--- src/rtl/segment_loader_pkg.sv ---
// Shared constants for the segment loader and the clock-segment consumer.
// Record layout: on_counts[127:80], off_counts[79:32], repeat_counts[31:0].
package segment_loader_pkg;

  localparam int unsigned DEF_DATA_W        = 16;
  localparam int unsigned DEF_WORDS_PER_SEG = 8;
  localparam int unsigned DEF_SEG_W         = 128;
  localparam int unsigned DEF_CNT_W         = 16;
  localparam int unsigned EDGE_W            = 32;

  localparam int unsigned ON_MSB  = 127;
  localparam int unsigned ON_LSB  = 80;
  localparam int unsigned OFF_MSB = 79;
  localparam int unsigned OFF_LSB = 32;
  localparam int unsigned REP_MSB = 31;
  localparam int unsigned REP_LSB = 0;

  localparam int unsigned PST_W = 2;
  localparam logic [PST_W-1:0] P_EMPTY = 2'd0;
  localparam logic [PST_W-1:0] P_WRITE = 2'd1;
  localparam logic [PST_W-1:0] P_WAIT  = 2'd2;

  typedef struct packed {
    logic [ON_MSB-ON_LSB:0]   on_counts;
    logic [OFF_MSB-OFF_LSB:0] off_counts;
    logic [REP_MSB-REP_LSB:0] repeat_counts;
  } seg_rec_t;

  // Saturating add for the edge accumulator.
  function automatic logic [EDGE_W-1:0] sat_add_edges(input logic [EDGE_W-1:0] a,
                                                      input logic [EDGE_W-1:0] b);
    logic [EDGE_W:0] s;
    s = {1'b0, a} + {1'b0, b};
    return s[EDGE_W] ? {EDGE_W{1'b1}} : s[EDGE_W-1:0];
  endfunction

endpackage

--- src/rtl/seg_validate.sv ---
// Combinational record checker: retrigger records (rep==0) always pass,
// counted records need non-zero on and off phases.
module seg_validate
  import segment_loader_pkg::*;
#(
  parameter int unsigned SEG_W = DEF_SEG_W
) (
  input  logic [SEG_W-1:0] rec,
  output logic             is_retrigger,
  output logic             is_valid
);

  always_comb begin
    is_retrigger = (rec[REP_MSB:REP_LSB] == '0);
    is_valid     = is_retrigger ||
                   ((rec[ON_MSB:ON_LSB] != '0) && (rec[OFF_MSB:OFF_LSB] != '0));
  end

endmodule

--- src/rtl/segment_loader.sv ---
// Packs pipe words into 128-bit segment records, validates them and feeds the
// segment FIFO through a one-entry pending register; keeps load statistics.
module segment_loader
  import segment_loader_pkg::*;
#(
  parameter int unsigned DATA_W        = DEF_DATA_W,
  parameter int unsigned WORDS_PER_SEG = DEF_WORDS_PER_SEG,
  parameter int unsigned SEG_W         = DEF_SEG_W,
  parameter int unsigned CNT_W         = DEF_CNT_W
) (
  input  logic              ti_clk,
  input  logic              rst_n,
  input  logic              flush,
  input  logic              pipe_write,
  input  logic [DATA_W-1:0] pipe_data,
  input  logic              fifo_full,
  output logic [SEG_W-1:0]  fifo_din,
  output logic              fifo_wr_en,
  output logic [CNT_W-1:0]  seg_count,
  output logic [31:0]       expected_edges,
  output logic [CNT_W-1:0]  drop_count,
  output logic [CNT_W-1:0]  invalid_count,
  output logic              overflow,
  output logic              partial,
  output logic              busy
);

  localparam int unsigned IDX_W = (WORDS_PER_SEG > 1) ? $clog2(WORDS_PER_SEG) : 1;
  localparam logic [IDX_W-1:0] LAST_IDX = IDX_W'(WORDS_PER_SEG - 1);

  function automatic logic [CNT_W-1:0] sat_inc(input logic [CNT_W-1:0] v);
    return (&v) ? v : v + CNT_W'(1);
  endfunction

  logic [IDX_W-1:0] word_idx, word_idx_nxt;
  logic [SEG_W-1:0] shift_q, shift_nxt;
  logic [SEG_W-1:0] pend_q;
  logic             seg_done_c;
  logic             is_retrigger_c, is_valid_c;

  logic [PST_W-1:0] state, state_nxt;
  logic             load_c, wr_nxt_c, drop_c, inval_c;
  seg_rec_t         wr_rec_c;
  logic [31:0]      wr_rep_c;

  // Word assembly: MSB-first shift, completion on the last word of a record.
  always_comb begin
    word_idx_nxt = word_idx;
    shift_nxt    = shift_q;
    seg_done_c   = 1'b0;
    if (flush) begin
      word_idx_nxt = '0;
    end else if (pipe_write) begin
      shift_nxt = {shift_q[SEG_W-DATA_W-1:0], pipe_data};
      if (word_idx == LAST_IDX) begin
        word_idx_nxt = '0;
        seg_done_c   = 1'b1;
      end else begin
        word_idx_nxt = word_idx + IDX_W'(1);
      end
    end
  end

  seg_validate #(.SEG_W(SEG_W)) u_validate (
    .rec          (shift_nxt),
    .is_retrigger (is_retrigger_c),
    .is_valid     (is_valid_c)
  );

  always_ff @(posedge ti_clk or negedge rst_n) begin
    if (!rst_n) state <= P_EMPTY;
    else        state <= state_nxt;
  end

  // Pending-record FSM; a record completing while one is already waiting is dropped.
  always_comb begin
    state_nxt = state;
    load_c    = 1'b0;
    drop_c    = 1'b0;
    inval_c   = 1'b0;
    if (flush) begin
      state_nxt = P_EMPTY;
    end else begin
      inval_c = seg_done_c && !is_valid_c;
      case (state)
        P_EMPTY, P_WRITE: begin
          if (seg_done_c && is_valid_c) begin
            load_c    = 1'b1;
            state_nxt = fifo_full ? P_WAIT : P_WRITE;
          end else begin
            state_nxt = P_EMPTY;
          end
        end
        P_WAIT: begin
          drop_c = seg_done_c && is_valid_c;
          if (!fifo_full) state_nxt = P_WRITE;
        end
        default: state_nxt = P_EMPTY;
      endcase
    end
    wr_nxt_c = (state_nxt == P_WRITE);
    wr_rec_c = seg_rec_t'(load_c ? shift_nxt : pend_q);
    wr_rep_c = (load_c && is_retrigger_c) ? 32'd0 : wr_rec_c.repeat_counts;
  end

  always_ff @(posedge ti_clk or negedge rst_n) begin
    if (!rst_n) begin
      word_idx       <= '0;
      shift_q        <= '0;
      pend_q         <= '0;
      fifo_din       <= '0;
      fifo_wr_en     <= 1'b0;
      partial        <= 1'b0;
      busy           <= 1'b0;
      seg_count      <= '0;
      expected_edges <= '0;
      drop_count     <= '0;
      invalid_count  <= '0;
      overflow       <= 1'b0;
    end else begin
      word_idx   <= word_idx_nxt;
      shift_q    <= shift_nxt;
      fifo_wr_en <= wr_nxt_c;
      partial    <= (word_idx_nxt != '0);
      busy       <= (word_idx_nxt != '0) || (state_nxt != P_EMPTY);
      if (load_c)   pend_q   <= shift_nxt;
      if (wr_nxt_c) fifo_din <= SEG_W'(wr_rec_c);
      if (flush) begin
        seg_count      <= '0;
        expected_edges <= '0;
        drop_count     <= '0;
        invalid_count  <= '0;
        overflow       <= 1'b0;
      end else begin
        if (wr_nxt_c) begin
          seg_count      <= sat_inc(seg_count);
          expected_edges <= sat_add_edges(expected_edges, wr_rep_c);
        end
        if (drop_c) begin
          drop_count <= sat_inc(drop_count);
          overflow   <= 1'b1;
        end
        if (inval_c) invalid_count <= sat_inc(invalid_count);
      end
    end
  end

endmodule

--- config.mk ---
export PLATFORM = sky130hd
export DESIGN_NAME = segment_loader
export DESIGN_NICKNAME = d
export VERILOG_FILES = /design/src/rtl/segment_loader_pkg.sv /design/src/rtl/seg_validate.sv /design/src/rtl/segment_loader.sv
export SDC_FILE = /design/constraint.sdc
export NUM_CORES = 1
export LEC_CHECK = 0
export CAP_MARGIN = 20
export CORE_ASPECT_RATIO = 0.5
export CORE_MARGIN = 4
export CORE_UTILIZATION = 45
export DETAILED_ROUTE_END_ITERATION = 10
export HOLD_SLACK_MARGIN = 0.06
export PLACE_DENSITY = 0.76
export SLEW_MARGIN = 5
export SYNTH_ARGS = -nofsm -noshare
export SYNTH_HDL_FRONTEND = slang
export SYNTH_SLANG_ARGS = --single-unit
export TNS_END_PERCENT = 30
--- constraint.sdc ---
create_clock -name ti_clk -period 5.5 [get_ports ti_clk]
set_input_delay 0.825 -clock ti_clk [delete_from_list [all_inputs] [get_ports ti_clk]]
set_output_delay 0.825 -clock ti_clk [all_outputs]
set_load 0.01 [all_outputs]
; ---- Word-level counts from Yosys, hierarchy flattened
; Cells that the tools add are included.
[word_totals]
regBits = 473
out_inout_bits = 212
word_cells = 83
[op_classes]
add_sub_neg = 5
eq_ne = 7
mux = 35
reduce_logical = 23
[ops]
columns = operator, count
row1 = 2-to-1 mux 128 bit, 3
row2 = 2-to-1 mux 16 bit, 9
row3 = 2-to-1 mux 32 bit, 4
row4 = nonzero test 48 bit, 2
row5 = adder 16 x 1 -> 16 bit (second input constant), 3
row6 = AND reduction 16 bit, 3
row7 = adder 32 x 32 -> 33 bit, 1
row8 = logical NOT 32 bit, 1
row9 = 2-to-1 mux 1 bit, 11
row10 = 2-to-1 mux 3 bit, 3
row11 = 2-to-1 mux 2 bit, 4
row12 = nonzero test 2 bit, 4
row13 = != test 2 bit (second input constant), 3
row14 = AND reduction 2 bit, 3
row15 = == test 2 x 1 -> 1 bit (second input constant), 2
row16 = logical AND 1 bit, 4
row17 = one-hot mux 2 bit (2 select lines), 1
row18 = adder 3 x 1 -> 3 bit (second input constant), 1
row19 = == test 3 bit (second input constant), 1
row20 = nonzero test 3 bit, 1
row21 = == test 2 bit (second input constant), 1
row22 = logical NOT 2 bit, 1
row23 = logical OR 1 bit, 2
row24 = OR reduction 2 bit, 1
row25 = logical NOT 1 bit, 1

; ---- Depth between registers and ports, before layout
; Gate-level depths: netlist (run 1).
[depth]
depth_word = 15
depth_mapped = 26
mapped_depth_nobuf = 18

; ---- Modules after synthesis
; Synthesis (run 1) repeated with hierarchy kept, for this count alone.
[hier_totals]
hier_cells = 1557
area_unflattened_um2 = 20001.7
[by_module_without_submodules]
columns = module, n_inst, cells_each, area_per_inst_um2, seq_area_each_um2
row1 = segment_loader, 1, 1513, 19720.2, 11836.4
row2 = seg_validate, 1, 44, 281.5, 0.0

; ---- Worst setup path after synthesis (run 1)
; No wires, ideal clock.
[synth_path]
kind = input to register
from = input port flush
to = register expected_edges[18]
setup_time_ns = 0.134
t_arrival_ns = 5.422
t_required_ns = 5.366
path_slack_ns = -0.056
path_stages = 25
path_buffers = 7
cell_sequence = buf_6 -> nand2b_1 -> buf_2 -> or3_1 -> a21oi_1 -> o21ai_1 -> o21a_2 -> nor3_1 -> buf_6 -> buf_6 -> buf_6 -> mux2_2 -> ha_1 -> fa_1 -> a211oi_1 -> o21ai_0 -> o2111ai_1 -> a31oi_1 -> a21o_1 -> a221oi_1 -> nor2_1 -> buf_2 -> clkbuf_1 -> o21ai_0 -> o21ai_0
[synth_between]
elab_chain_len = 14
elab_cells_between_ends = 23
classes_between = 1 x add/sub / 1 x eq/ne / 13 x mux / 8 x reduce/logical
[synth_rtl]
columns = element, line_no
row1 = from (decl), segment_loader.sv:13  ; input logic flush,
row2 = 2-to-1 mux 128 bit, segment_loader.sv:51  ; if (flush) begin
row3 = nonzero test 48 bit, seg_validate.sv:16  ; ((rec[ON_MSB:ON_LSB] != '0) && (rec[OFF_MSB:OFF_LSB] != '0));
row4 = logical AND 1 bit, seg_validate.sv:16
row5 = logical OR 1 bit, seg_validate.sv:15  ; is_valid = is_retrigger ||
row6 = logical AND 1 bit, segment_loader.sv:87  ; if (seg_done_c && is_valid_c) begin
row7 = 2-to-1 mux 1 bit, segment_loader.sv:87
row8 = 2-to-1 mux 1 bit, segment_loader.sv:85  ; case (state)
row9 = 2-to-1 mux 1 bit, segment_loader.sv:81  ; if (flush) begin
row10 = 2-to-1 mux 128 bit or logical AND 1 bit (tied branches), --
row11 = 2-to-1 mux 32 bit, segment_loader.sv:103  ; wr_rep_c = (load_c && is_retrigger_c) ? 32'd0 : wr_rec_c.repeat_counts;
row12 = adder 32 x 32 -> 33 bit, segment_loader_pkg.sv:33  ; s = {1'b0, a} + {1'b0, b};
row13 = 2-to-1 mux 32 bit, segment_loader_pkg.sv:34  ; return s[EDGE_W] ? {EDGE_W{1'b1}} : s[EDGE_W-1:0];
row14 = 2-to-1 mux 32 bit, segment_loader.sv:135  ; if (wr_nxt_c) begin
row15 = 2-to-1 mux 32 bit, segment_loader.sv:128  ; if (flush) begin
row16 = to (signal assigned), segment_loader.sv:137  ; expected_edges <= sat_add_edges(expected_edges, wr_rep_c);
row17 = to (decl), segment_loader.sv:20  ; output logic [31:0] expected_edges,
; Parallel ways exist; a longest one is shown, timed or not. The select of a mux whose other input is x is not followed.
; A chain may end at the register's enable or synchronous reset.

; ---- Final worst setup path (run 1)
[layout_path]
from = input port pipe_data[7]
to = register expected_edges[10]
[layout_between]
elab_chain_len = 14
elab_cells_between_ends = 20
classes_between = 1 x add/sub / 1 x eq/ne / 13 x mux / 5 x reduce/logical
[layout_rtl]
columns = element, line_no
row1 = from (decl), segment_loader.sv:15  ; input logic [DATA_W-1:0] pipe_data,
row2 = 2-to-1 mux 128 bit *, segment_loader.sv:53  ; end else if (pipe_write) begin
row3 = 2-to-1 mux 128 bit *, segment_loader.sv:51
row4 = logical NOT 32 bit, seg_validate.sv:14  ; is_retrigger = (rec[REP_MSB:REP_LSB] == '0);
row5 = logical OR 1 bit, seg_validate.sv:15
row6 = logical AND 1 bit, segment_loader.sv:87
row7 = 2-to-1 mux 1 bit, segment_loader.sv:87
row8 = 2-to-1 mux 1 bit, segment_loader.sv:85
row9 = 2-to-1 mux 1 bit, segment_loader.sv:81
row10 = 2-to-1 mux 128 bit or logical AND 1 bit (tied branches), --
row11 = 2-to-1 mux 32 bit, segment_loader.sv:103
row12 = adder 32 x 32 -> 33 bit, segment_loader_pkg.sv:33
row13 = 2-to-1 mux 32 bit, segment_loader_pkg.sv:34
row14 = 2-to-1 mux 32 bit, segment_loader.sv:135
row15 = 2-to-1 mux 32 bit, segment_loader.sv:128
; Mark *: on every way between the ends. The rest lies on a longest branch, timed or not. The select of a mux whose other input is x is not followed.

==> summary.txt, run 1 <==
Clock tree
  • Htree depth: 2
  • CTS Buf Count: 43
  • CTS tree: done
  • Clock buffer depth: 3
  • CTS root buffer: clkbuf_16
  • Clk sink count: 473
  • Cts hold-fix bufs: 0
  • Worst-path clk slew: ~0.06 ns
  • Number of post-CTS setup repair buffers: 0
  • Worst-skew pair later-pin latency: 0.56 ns

Floorplanning
  • Row count: 55
  • Die area: 50100 µm²
  • Starting Density: 45.9%
  • Core Area: around 45000 µm²
  • Die H: ~160 µm
  • Horiz. Die Dim: 313 µm
  • IO Pins: 233

Worst setup path
  • Crit path kind: in -> reg
  • Critical path endpoint category: register
  • WP data arrival: approximately 5.7 ns
  • R2R setup slack: 0.41 ns
  • Crit start category: input pin
  • Worst path max stage delay: approximately 0.50 ns
  • CP max-delay cell: nor4_1
  • Worst-path fanout max: 26
  • Critical Path RT: 5.92 ns
  • Reg-to-reg critical path startpoint: shift_q[8]
  • Path length in cells of the critical path: 21
  • Worst Reg-to-Reg Cells: 20
  • Buf+Inv Stages, Crit Path: 4
  • Cells along the critical path: clkdlybuf4s50_1 -> nor4_1 -> nand4_1 -> nor2_1 -> o21ai_1 -> o21a_2 -> nor3_4 -> buf_6 -> mux2_2 -> ha_1 -> and2_1 -> a221oi_1 -> buf_4 -> a21o_1 -> nand4_1 -> a21o_1 -> a221oi_2 -> nor2_2 -> buf_6 -> o21ai_0 -> o21ai_0
  • Capture point of the worst reg-to-reg path: expected_edges[10]
  • CP top delay family: simple AND/OR/NAND/NOR gates

Status
  • Status: finished clean

Pwr
  • Internal power: 5.86 mW
  • Clock network power share: between 40 and 50%
  • Power Density: 296 nW/µm²
  • Comb power frac: under 10%
  • LEAKAGE: 13.0 nW
  • Switching pwr: 1.92 mW
  • Maximum VDD drop: 0.215 mV
  • Flop pwr share: 49.4%
  • Sw Share: 24.7%

Detailed routing
  • Drt first pass iters: 5
  • # DRC: 0
  • Drt via density: 5.30
  • Via Count: 14900
  • Met3 Wirelength: 2090 µm
  • Drt first-iter violations: just over 1000
  • DRT antenna net count: 0
  • WL met1: 23100 µm
  • DR WL met2: roughly 27000 µm
  • Routed len/inst: 18.9 µm
  • Top routing layer in use: met4
  • Drt total wl: 53200 µm

Timing
  • Clk_skew: around 0.012 ns
  • Setup tns final: 0 ns
  • Max Fclk: 189 MHz
  • Tcrit/Tclk final: roughly 96%
  • Worst slew margin: 28.8%
  • Fin. Hold Viols: 0
  • Final setup violation count: 0
  • Worst slew pin tran: 1.07 ns
  • Slew Limit Fails: 0
  • Minimum clock period: ~5.3 ns
  • RSZ-0062 raised after global routing: no

Logic synthesis
  • Syn Area/Cell: between 10 and 15 µm²
  • Primary FF master, synth: dfrtp_1
  • Post-synth EDFFs: 0
  • Ys Warns: 0
  • Syn nets: 1903
  • Seq/Total Area, Yosys: 56.7%
  • Count of state elements after synthesis: around 470
  • Ys async rst share: between 90% and 100%
  • Synthesized instance count: 1844
  • Distinct cells, synth: 60
  • Post-Syn Area: 20900 µm²

Final layout
  • Area grow syn2layout: 25.8%
  • Non-Filler Instances: between 2000 and 3000
  • Final Util: 57.7%
  • N_diodes: 0
  • FF+latch area: 11800 µm²
  • Layout cells sized above 1: about a quarter
  • NumNets Final: 2215
  • Area of the multi-input gates: 8630 µm²
  • Finished Cell Area: 26300 µm²
  • Filler Cells Inserted: 3656

Min path
  • Tightest Hold Check Type: in -> async

Flow run
  • Max-Cap Viols: 0

GRT
  • Vias in the first global route: 15400
  • Global-route wire length before repair: around 85000 µm
  • Largest net degree at the start of global routing: 167
  • GRT Util Overall: 20.9%
  • Grt total ovfl: 0
  • Antenna violations before repair: 0

Place
  • Placement-stage cell area: about 25000 µm²
  • Final GP Congestion: 0.912
  • Dpl hpwl: 37400 µm
  • DP Cell Count: 2737
  • IO Port Bufs: ~230
## synth_stat cells (all sizes together), types with 7 or more instances
master	instances	area, µm²
a21o	12	90.1
a21oi	46	230
a31oi	7	43.8
and3	15	93.8
buf	40	239
clkbuf	52	195
dfrtp	473	11800
ha	37	463
inv	13	48.8
mux2	291	3400
mux2i	7	70.1
nand2	449	1690
nand3	31	155
nand4	27	169
nor2	69	259
nor3	19	100
nor4	28	175
o21ai	69	345
or3	16	100
xnor2	25	219
xor2	32	280
## per-layer routing
metal,vias to the layer above,GRT usage [%]
li1,6985,-
met1,7475,27.4
met2,380,36.6
met3,98,3.09
met4,0,5.66
met5,-,0
## worst max path at each step
| stage | slack, ns | end | startpoint |
|---|---|---|---|
| 3_5_place_dp | -0.57 | expected_edges[22] | pipe_data[2] |
| 5_1_grt | 0.03 | expected_edges[20] | pipe_write |
| 4_1_cts | 0.004 | expected_edges[20] | pipe_data[7] |
| 3_3_place_gp | -0.45 | expected_edges[22] | pipe_data[2] |
| 2_1_floorplan | 0.03 | expected_edges[18] | flush |
| 6_report | 0.22 | expected_edges[10] | pipe_data[7] |
## cells by family after synthesis
kind of cell	synth area share, %
buffers and inverters	2.35
adders and majority gates	2.31
muxes	16.6
DFF	56.7
xor gates and xnor gates	2.39
AOI/OAI and AO/OA	5.19
and+or+nand+nor	14.5
## state kept, by name, indices dropped and copies added (netlist names)
name            cells
fifo_din          128
pend_q            128
shift_q           128
expected_edges     32
drop_count         16
invalid_count      16
seg_count          16
word_idx            3
state               2
busy                1
fifo_wr_en          1
overflow            1
partial             1
## power groups by stage
stage | logic, mW | clock network [mW] | registers (mW)
after floorplan | 0.317 | 0 | 3.82
after global placement | 0.547 | 0 | 3.89
after detailed placement | 0.557 | 0 | 3.90
after CTS | 0.566 | 3.41 | 3.83
after global routing | 0.638 | 3.57 | 3.86
final | 0.568 | 3.37 | 3.84
## area by class of cell
class                      instances  area share [%]
timing repair buffer             359            12.8
clock buffer                      62            4.91
tap                              627            2.99
inverter                          15           0.233
multi-input combinational       1264            32.9
clock inverter                    17            1.18
sequential                       473            45.1
## layout by cell type, fill, tap and decap left out, drive strengths merged, types with 5 or more instances in the layout
cell	n
and3	15
a21oi	46
bufinv	8
or3	16
o21ai	69
mux2	291
clkinv	5
nor3	19
mux2i	7
nand2	449
a21o	12
nor4	28
xor2	32
nand4	27
o21bai	6
clkdlybuf4s50	230
nand2b	5
a31oi	7
dfrtp	473
nand3	31
xnor2	25
ha	37
inv	15
nor2	69
clkbuf	62
nor4b	5
buf	129
o211ai	6
and2	5
or2	5
## what timing repair did
item                       CTS  global route
gates resized for setup      1            12
setup endpoints to repair    3            31
pin swaps                    0             4
## metrics by stage
step / worst slack [ns] / power [mW] / hold slack [ns]
2_1_floorplan: 0.0298 / 4.14 / 0.461
3_3_place_gp: -0.450 / 4.44 / 0.474
3_5_place_dp: -0.568 / 4.45 / 0.477
4_1_cts: 0.00429 / 7.82 / 0.350
5_1_grt: 0.0322 / 8.07 / 0.376
6_report: 0.221 / 7.78 / 0.329
No activity file was read; power rests on OpenSTA's default activity.
==> run 2, diff against run 1 <==
--- a/config.mk
+++ b/config.mk
@@ -16,4 +16,4 @@
 export SYNTH_ARGS = -nofsm -noshare
 export SYNTH_HDL_FRONTEND = slang
 export SYNTH_SLANG_ARGS = --single-unit
-export TNS_END_PERCENT = 30
+export TNS_END_PERCENT = 50
==> results of run 2 <==
The final DEF is identical to that of run 1; final timing and power are the same.
